<file path="config.mk">
export PLATFORM = sky130hd
export DESIGN_NAME = rr_hold_arbiter
export DESIGN_NICKNAME = d
export VERILOG_FILES = /design/src/rtl/rr_hold_arbiter.sv
export SDC_FILE = /design/constraint.sdc
export NUM_CORES = 1
export LEC_CHECK = 0
export CAP_MARGIN = 30
export CORE_UTILIZATION = 51
export CTS_BUF_LIST = sky130_fd_sc_hd__clkbuf_8
export CTS_CLUSTER_SIZE = 40
export DETAILED_ROUTE_END_ITERATION = 8
export PLACE_DENSITY = 0.77
export SYNTH_ARGS = -nofsm -noshare
export SYNTH_HDL_FRONTEND = slang
export SYNTH_SLANG_ARGS = --single-unit
export TNS_END_PERCENT = 5
</file>
<file path="constraint.sdc">
create_clock -name clk -period 3.1 [get_ports clk]
set_input_delay 0.31 -clock clk [delete_from_list [all_inputs] [get_ports clk]]
set_output_delay 0.31 -clock clk [all_outputs]
set_load 0.05 [all_outputs]
</file>
<file path="src/rtl/rr_hold_arbiter.sv">
// rr_hold_arbiter: round-robin arbiter with grant hold, owner release and hold-limit timeout
module rr_hold_arbiter #(
  parameter int N = 4,
  parameter int MAX_HOLD = 8,
  localparam int IW = $clog2(N)
) (
  input  logic          clk,
  input  logic          rst,
  input  logic [N-1:0]  req,
  input  logic [N-1:0]  done,
  output logic [N-1:0]  grant,
  output logic          grant_valid,
  output logic [IW-1:0] grant_id
);
  typedef enum logic {IDLE, BUSY} state_t;
  state_t state, nxt_state;
  logic [IW-1:0] owner, nxt_owner, ptr, nxt_ptr, win;
  logic [7:0] hold_cnt, nxt_cnt;
  logic [N-1:0] others;
  logic rel, take, keep;
  // lowest set bit of req rotated right by p, mapped back to an absolute index
  function automatic logic [IW-1:0] pick(input logic [N-1:0] r, input logic [IW-1:0] p);
    logic [N-1:0] rot;
    logic [IW:0] s;
    rot = N'({r, r} >> p);
    s = '0;
    for (int i = N - 1; i >= 0; i--) if (rot[i]) s = (IW + 1)'(i);
    s = s + {1'b0, p};
    return (s >= (IW + 1)'(N)) ? IW'(s - (IW + 1)'(N)) : s[IW-1:0];
  endfunction
  function automatic logic [IW-1:0] inc(input logic [IW-1:0] p);
    return (p == IW'(N - 1)) ? '0 : p + IW'(1);
  endfunction
  always_ff @(posedge clk) begin
    if (rst) begin
      state <= IDLE;
      owner <= '0;
      ptr <= '0;
      hold_cnt <= '0;
    end else begin
      state <= nxt_state;
      owner <= nxt_owner;
      ptr <= nxt_ptr;
      hold_cnt <= nxt_cnt;
    end
  end
  // masking the owner on handoff makes a timed-out owner yield to any waiter
  always_comb begin
    others = req & ~(N'(1) << owner);
    rel = done[owner] | ~req[owner] | (hold_cnt == 8'(MAX_HOLD));
    win = pick(state == BUSY ? others : req, ptr);
    take = (state == BUSY) ? rel & (|others) : |req;
    keep = (state == BUSY) & rel & ~(|others) & req[owner];
    nxt_state = (take | keep | ((state == BUSY) & ~rel)) ? BUSY : IDLE;
    nxt_owner = take ? win : (nxt_state == BUSY ? owner : '0);
    nxt_cnt = (take | keep) ? 8'd1 : (nxt_state == BUSY ? (hold_cnt < 8'(MAX_HOLD) ? hold_cnt + 8'd1 : hold_cnt) : 8'd0);
    nxt_ptr = take ? inc(win) : (keep ? inc(owner) : ptr);
  end
  always_comb begin
    grant = (state == BUSY) ? N'(1) << owner : '0;
    grant_valid = state == BUSY;
    grant_id = (state == BUSY) ? owner : '0;
  end
endmodule
</file>
==> results by group <==
Detailed routing
  • Routed WL per cell: 13.2 um
  • DR vias: 928
  • Initial DRC Count: 35
  • Final ANT Viol Nets: 0
  • DR pass1 iterations: 4
  • Remaining DRCs: 0
  • Vias per cell: 5.56
  • Routed WL: 2.20 mm

Timing
  • RSZ-0062 raised after global routing: false
  • Final hold violations: 0
  • Setup Viol. Count Final: 0
  • Final min period: 2.80 ns
  • F_max: 358 MHz
  • Final slew viol count: 0
  • Max Clock Skew: 0.000922 ns
  • Total negative slack: 0 ns
  • Slew Limit Headroom: 0.571
  • Final worst path period share: 0.902
  • Slew @ Worst Pin: 0.638 ns

Hold path
  • Hold Path Class: reg -> reg
  • Hold EP: hold_cnt[4]
  • Hold Path Depth: 1
  • Hold path start: hold_cnt[4]

Critical path
  • RR Startpoint: owner[1]
  • Crit path DAT: 2.91 ns
  • Setup crit start kind: register
  • R2R depth: 12
  • Element type at the critical path end: register
  • Critical path class: reg -> reg
  • Worst reg2reg path endpoint: ptr[1]
  • Reg2reg setup slack: 0.30 ns
  • CP Max Fanout: 8
  • Crit path required time: 3.22 ns

Job
  • Max cap viols: 0

Logic synthesis
  • Post-synthesis average cell area: 8.80 um2
  • Async SR Flop Fraction: 0
  • Post-synth EDFFs: 0
  • Yosys cell types: 47
  • Most used DFF post-synth: dfxtp_1
  • Syn Nets: 137
  • Seq/Total Area, Yosys: 0.246
  • Warnings, synthesis: 0
  • Synthesized cell area: 1060 um2
  • Mapped Cells: 120
  • Yosys reg bits: 13

Final layout
  • P&R area growth vs syn: 23.0%
  • Layout cells sized above 1: 0.179
  • Most frequent cells in the layout: clkdlybuf4s50_1 (16), dfxtp_1 (13), and2_1 (9), nor2_1 (9)
  • N_diodes: 0
  • Commonest non-fill, non-tap cell in the layout: clkdlybuf4s50_1
  • Fillers: 178
  • Layout Nets: 158

Global route
  • Antenna violations before repair: 0
  • First-pass GRT wire length: 3.51 mm
  • Remaining global-route overflow: 0
  • Largest net degree at the start of global routing: 18
  • GRT Total Usage: 0.220
  • Number of global-route vias before repair: 797

Status
  • Status: finished clean

CTS
  • CTS Sinks: 13
  • CTS tree: yes
  • TritonCTS buffer count: 3
  • Clk root buf: clkbuf_8
  • Clock Path Buffers: 2
  • Clock transition at path regs: 0.05 ns
  • H-Tree Depth: 1
  • CTS hold repair buffers: 0
  • Clk Latency, worst-skew pair: 0.24 ns

Pwr
  • Pwr/cell area: 814 nW/um2
  • Max IR drop VDD: 596 uV
  • Leak: 0.514 nW
  • Power, Total: 1.06 mW

Floorplanning
  • Starting Density: 0.538
  • Core Area: 1960 um2
  • Row cnt: 16
  • Die height: 47.5 um
  • # IOs: 17
  • Die ar.: 2260 um2
  • Die width: 47.5 um

Placement
  • Hpwl dp: 1.74 mm
  • Port Buffers: 16
  • GPL Wtd Cong: 0.896
-- worst max path at each step --
| stage | to | depth (start not counted) | slack (ns) | from |
|---|---|---|---|---|
| after floorplan | ptr[1] | 11 | 0.02 | grant_valid |
| after global placement | ptr[1] | 12 | 0.16 | req[0] |
| after global routing | ptr[1] | 14 | 0.05 | owner[1] |
| final | ptr[1] | 12 | 0.30 | owner[1] |
| after detailed placement | ptr[1] | 12 | 0.05 | req[0] |
| after CTS | ptr[1] | 13 | 0.23 | owner[1] |
-- kinds of logic (layout without fill, tap and decap cells) --
kind of cell | Yosys count | after routing | synth area share
simple gates | 45 | 45 | 0.249
xor+xnor | 4 | 4 | 0.0332
compound gates | 35 | 35 | 0.265
mux | 4 | 4 | 0.0616
fa+ha+maj | 7 | 7 | 0.0829
flops | 13 | 13 | 0.246
buf+inv | 12 | 32 | 0.0616
-- Yosys cell counts, types with 3 or more instances --
library cell,number,area [um2]
xnor2_1,3,26.3
a21bo_2,3,30.0
nor4_1,3,18.8
and2_1,9,56.3
dfxtp_1,13,260
a21oi_1,8,40.0
a211oi_1,3,22.5
nor2_1,9,33.8
or2b_2,3,26.3
ha_1,7,87.6
nand2_1,5,18.8
inv_1,7,26.3
-- state kept, by name (all words and copies together) (netlist names) --
name and count:
hold_cnt 8, ptr 2, owner 2, grant_valid 1
-- report_power, final --
group	leakage [nW]	internal [mW]	switching (mW)
combinational	0.381	0.302	0.369
sequential	0.106	0.198	0.0424
clock	0.0269	0.0873	0.0580
total	0.514	0.588	0.470
-- critical path: stages, from the launching register on --
cell      delay [ns]
dfxtp_1         0.31
buf_4           0.16
ha_1            0.22
a21boi_2        0.33
nor3_1          0.08
a31oi_1         0.17
a21oi_1         0.08
or3_1           0.31
ha_1            0.35
xnor2_2         0.25
xnor2_1         0.09
a211oi_1        0.25
o31ai_1         0.09
-- layout make-up --
class,instances,area (um2),share of cell area
multi-input combinational,95,738,0.568
tap,27,33.8,0.0260
inverter,8,31.3,0.0241
clock buffer,3,41.3,0.0318
timing repair buffer,20,190,0.146
sequential,13,260,0.200
clock inverter,1,3.75,0.00289
-- per-layer routing --
metal  track usage  routed length, um  vias to the layer above
met1         0.293               1090                      424
met3        0.0566                 81                        2
met4        0.0343                  8                        0
met5             0                  0                        -
met2         0.364               1020                       19
li1              -                  -                      483
-- what timing repair did --
item / 4_1_cts / 5_1_grt
resized for setup: 0 / 1
endpoints found under the setup margin: 0 / 1
hold endpoints to repair: 0 / 0
setup buffers: 0 / 0
-- per-stage QoR --
step / cells / area, um2 / hold slack, ns / worst slack, ns / utilization
floorplan: 120 / 1060 / 0.430 / 0.0160 / -
global placement: 163 / 1250 / 0.444 / 0.157 / 0.635
detailed placement: 163 / 1250 / 0.449 / 0.0534 / 0.635
CTS: 167 / 1290 / 0.466 / 0.228 / 0.658
global route: 167 / 1300 / 0.487 / 0.0529 / 0.662
finish: 167 / 1300 / 0.463 / 0.303 / 0.662
Power figures use the tool's default switching activity.
==> patch (same settings) <==
Make the reset (`rst`) asynchronous in one clocked block.
--- a/src/rtl/rr_hold_arbiter.sv
+++ b/src/rtl/rr_hold_arbiter.sv
@@ -31,7 +31,7 @@
   function automatic logic [IW-1:0] inc(input logic [IW-1:0] p);
     return (p == IW'(N - 1)) ? '0 : p + IW'(1);
   endfunction
-  always_ff @(posedge clk) begin
+  always_ff @(posedge clk or posedge rst) begin
     if (rst) begin
       state <= IDLE;
       owner <= '0;
Function: differs if rst is asserted again (counterexample within 4 cycles, from zero or initial values and one cycle with rst high); with rst held inactive, the same outputs for 10 cycles.
==> patch against the unedited design <==
- hold slack got worse by 78 ps
- design area increased by 4.2%
- largest power group unchanged
- synthesized area increased by 1.8%
- non-clock buffer count increased by 1
- clock skew increased by 2.8 ps
- largest cell class unchanged
- critical endpoint is now ptr[1]
- cell count decreased by 3.0%
- combinational power increased by 68%
- power increased by 51%
- clock power decreased by 3%
- wire length increased by 7.7%
- setup slack got worse by 83 ps
- sequential cell count unchanged
==> patch: results (changes against the unedited design) <==
The number of standard cells after synthesis was 112 (-6.7%). The proportion of cell area occupied by registers came out at 0.241 (+0.0408). The number of standard cells in the layout, taps in and fillers out came out at 162 (-3.0%). The leakage dissipation is 0.591 nW (+15%). By area the synthesized netlist is led by sky130_fd_sc_hd__dfrtp_1 30%, sky130_fd_sc_hd__ha_1 8.1%, sky130_fd_sc_hd__and2_1 4.7%.

The proportion of synthesized flip-flops having asynchronous set or reset came out at 1.00 (+1.00). The final design instance area without fill came to 1350 um^2 (+4.2%). The final routed wire length divided by cell count is 14.6 um (+11%). The all-layer global routing usage is 0.246 (+0.0262).

The flow ran to the end, and the final reports show no timing, DRC or antenna violations. The transition time of the tightest slew-check pin came to 668 ps (+29.3 ps). The count of fill cells added during filler insertion was 176 (-1.1%). The reg2reg setup slack is 220 ps (-80 ps).

The sequential fraction of the synthesis area came out at 0.303 (+0.0562). The worst setup skew after layout is 3.74 ps (+2.82 ps). The distinct cell type count after synthesis is 43 (-8.5%). The maximum number of pins on one net before global-route repair came out at 17 (-1).

The clock network power is 0.141 mW (-3%). The total number of nets in the final design came to 153 (-3.2%). The library cell contributing the largest single delay on the critical path is sky130_fd_sc_hd__dfrtp_1. The fraction of synthesized area in multiplexers came out at 0.0710 (+0.00940). The first-pass iteration count of the detailed router is 5 (+1). The fraction of power consumed by the clock network came out at 0.088 (-0.049). The longest individual stage delay on the worst path came out at 480 ps (+130 ps).

The upper clock frequency limit came out at 347 MHz (-2.9%). The parity-gate share of the synthesized area counting xor and xnor cells came out at 0.0407 (+0.00757). The fraction of layout cells with a size suffix above 1 came out at 0.170 (-0.00820). The highest ir drop seen on vdd was 818 uV (+37%).

In the synthesized netlist, the cells that appear most often are 13 x sky130_fd_sc_hd__dfrtp_1, 8 x sky130_fd_sc_hd__a21oi_1, 8 x sky130_fd_sc_hd__and2_1, 8 x sky130_fd_sc_hd__inv_1. The share of final layout cell area taken by non-clock buffers came to 0.146 (-0.000409). The DRC violation total after the first TritonRoute iteration is 31 (-11%). The design internal power came out at 0.826 mW (+41%). The sequential cell fraction of total power is 0.202 (-0.026). The start point of the critical path is owner[1]. The final weighted congestion in routability-driven placement came out at 0.865 (-3.5%). The largest driver fanout on the critical path came out at 6 (-2).
## patch: cell types whose count changed after synthesis, sizes merged, moves of 3 or more
cell	before	now
nand2	5	2
dfrtp	0	13
nor2b	2	7
dfxtp	13	0
or2b	3	0
o21ai	1	4
## patch: how the worst min path moves through the flow
| stage | endpoint | slack (ps) |
|---|---|---|
| after detailed placement | hold_cnt[4] | 470 |
| final | ptr[0] | 390 |
| after global routing | ptr[0] | 430 |
| after CTS | ptr[0] | 400 |
| after global placement | hold_cnt[5] | 470 |
| after floorplan | grant_valid | 190 |
## patch: worst register-to-register path: cells and delay by family (launching register included)
family | cells | cell delay [ps]
AO/OA/AOI/OAI | 5 | 1040
adder cells (fa/ha/maj) | 2 | 580
flip-flops | 1 | 480
buffers and inverters | 2 | 290
AND/OR/NAND/NOR | 2 | 220
XOR/XNOR | 1 | 180
## patch: routing by layer
layer  routed length, um  GRT usage
met5                   0          0
met2                1150      0.424
met1                1030      0.310
met4                  54      0.106
met3                 129     0.0302
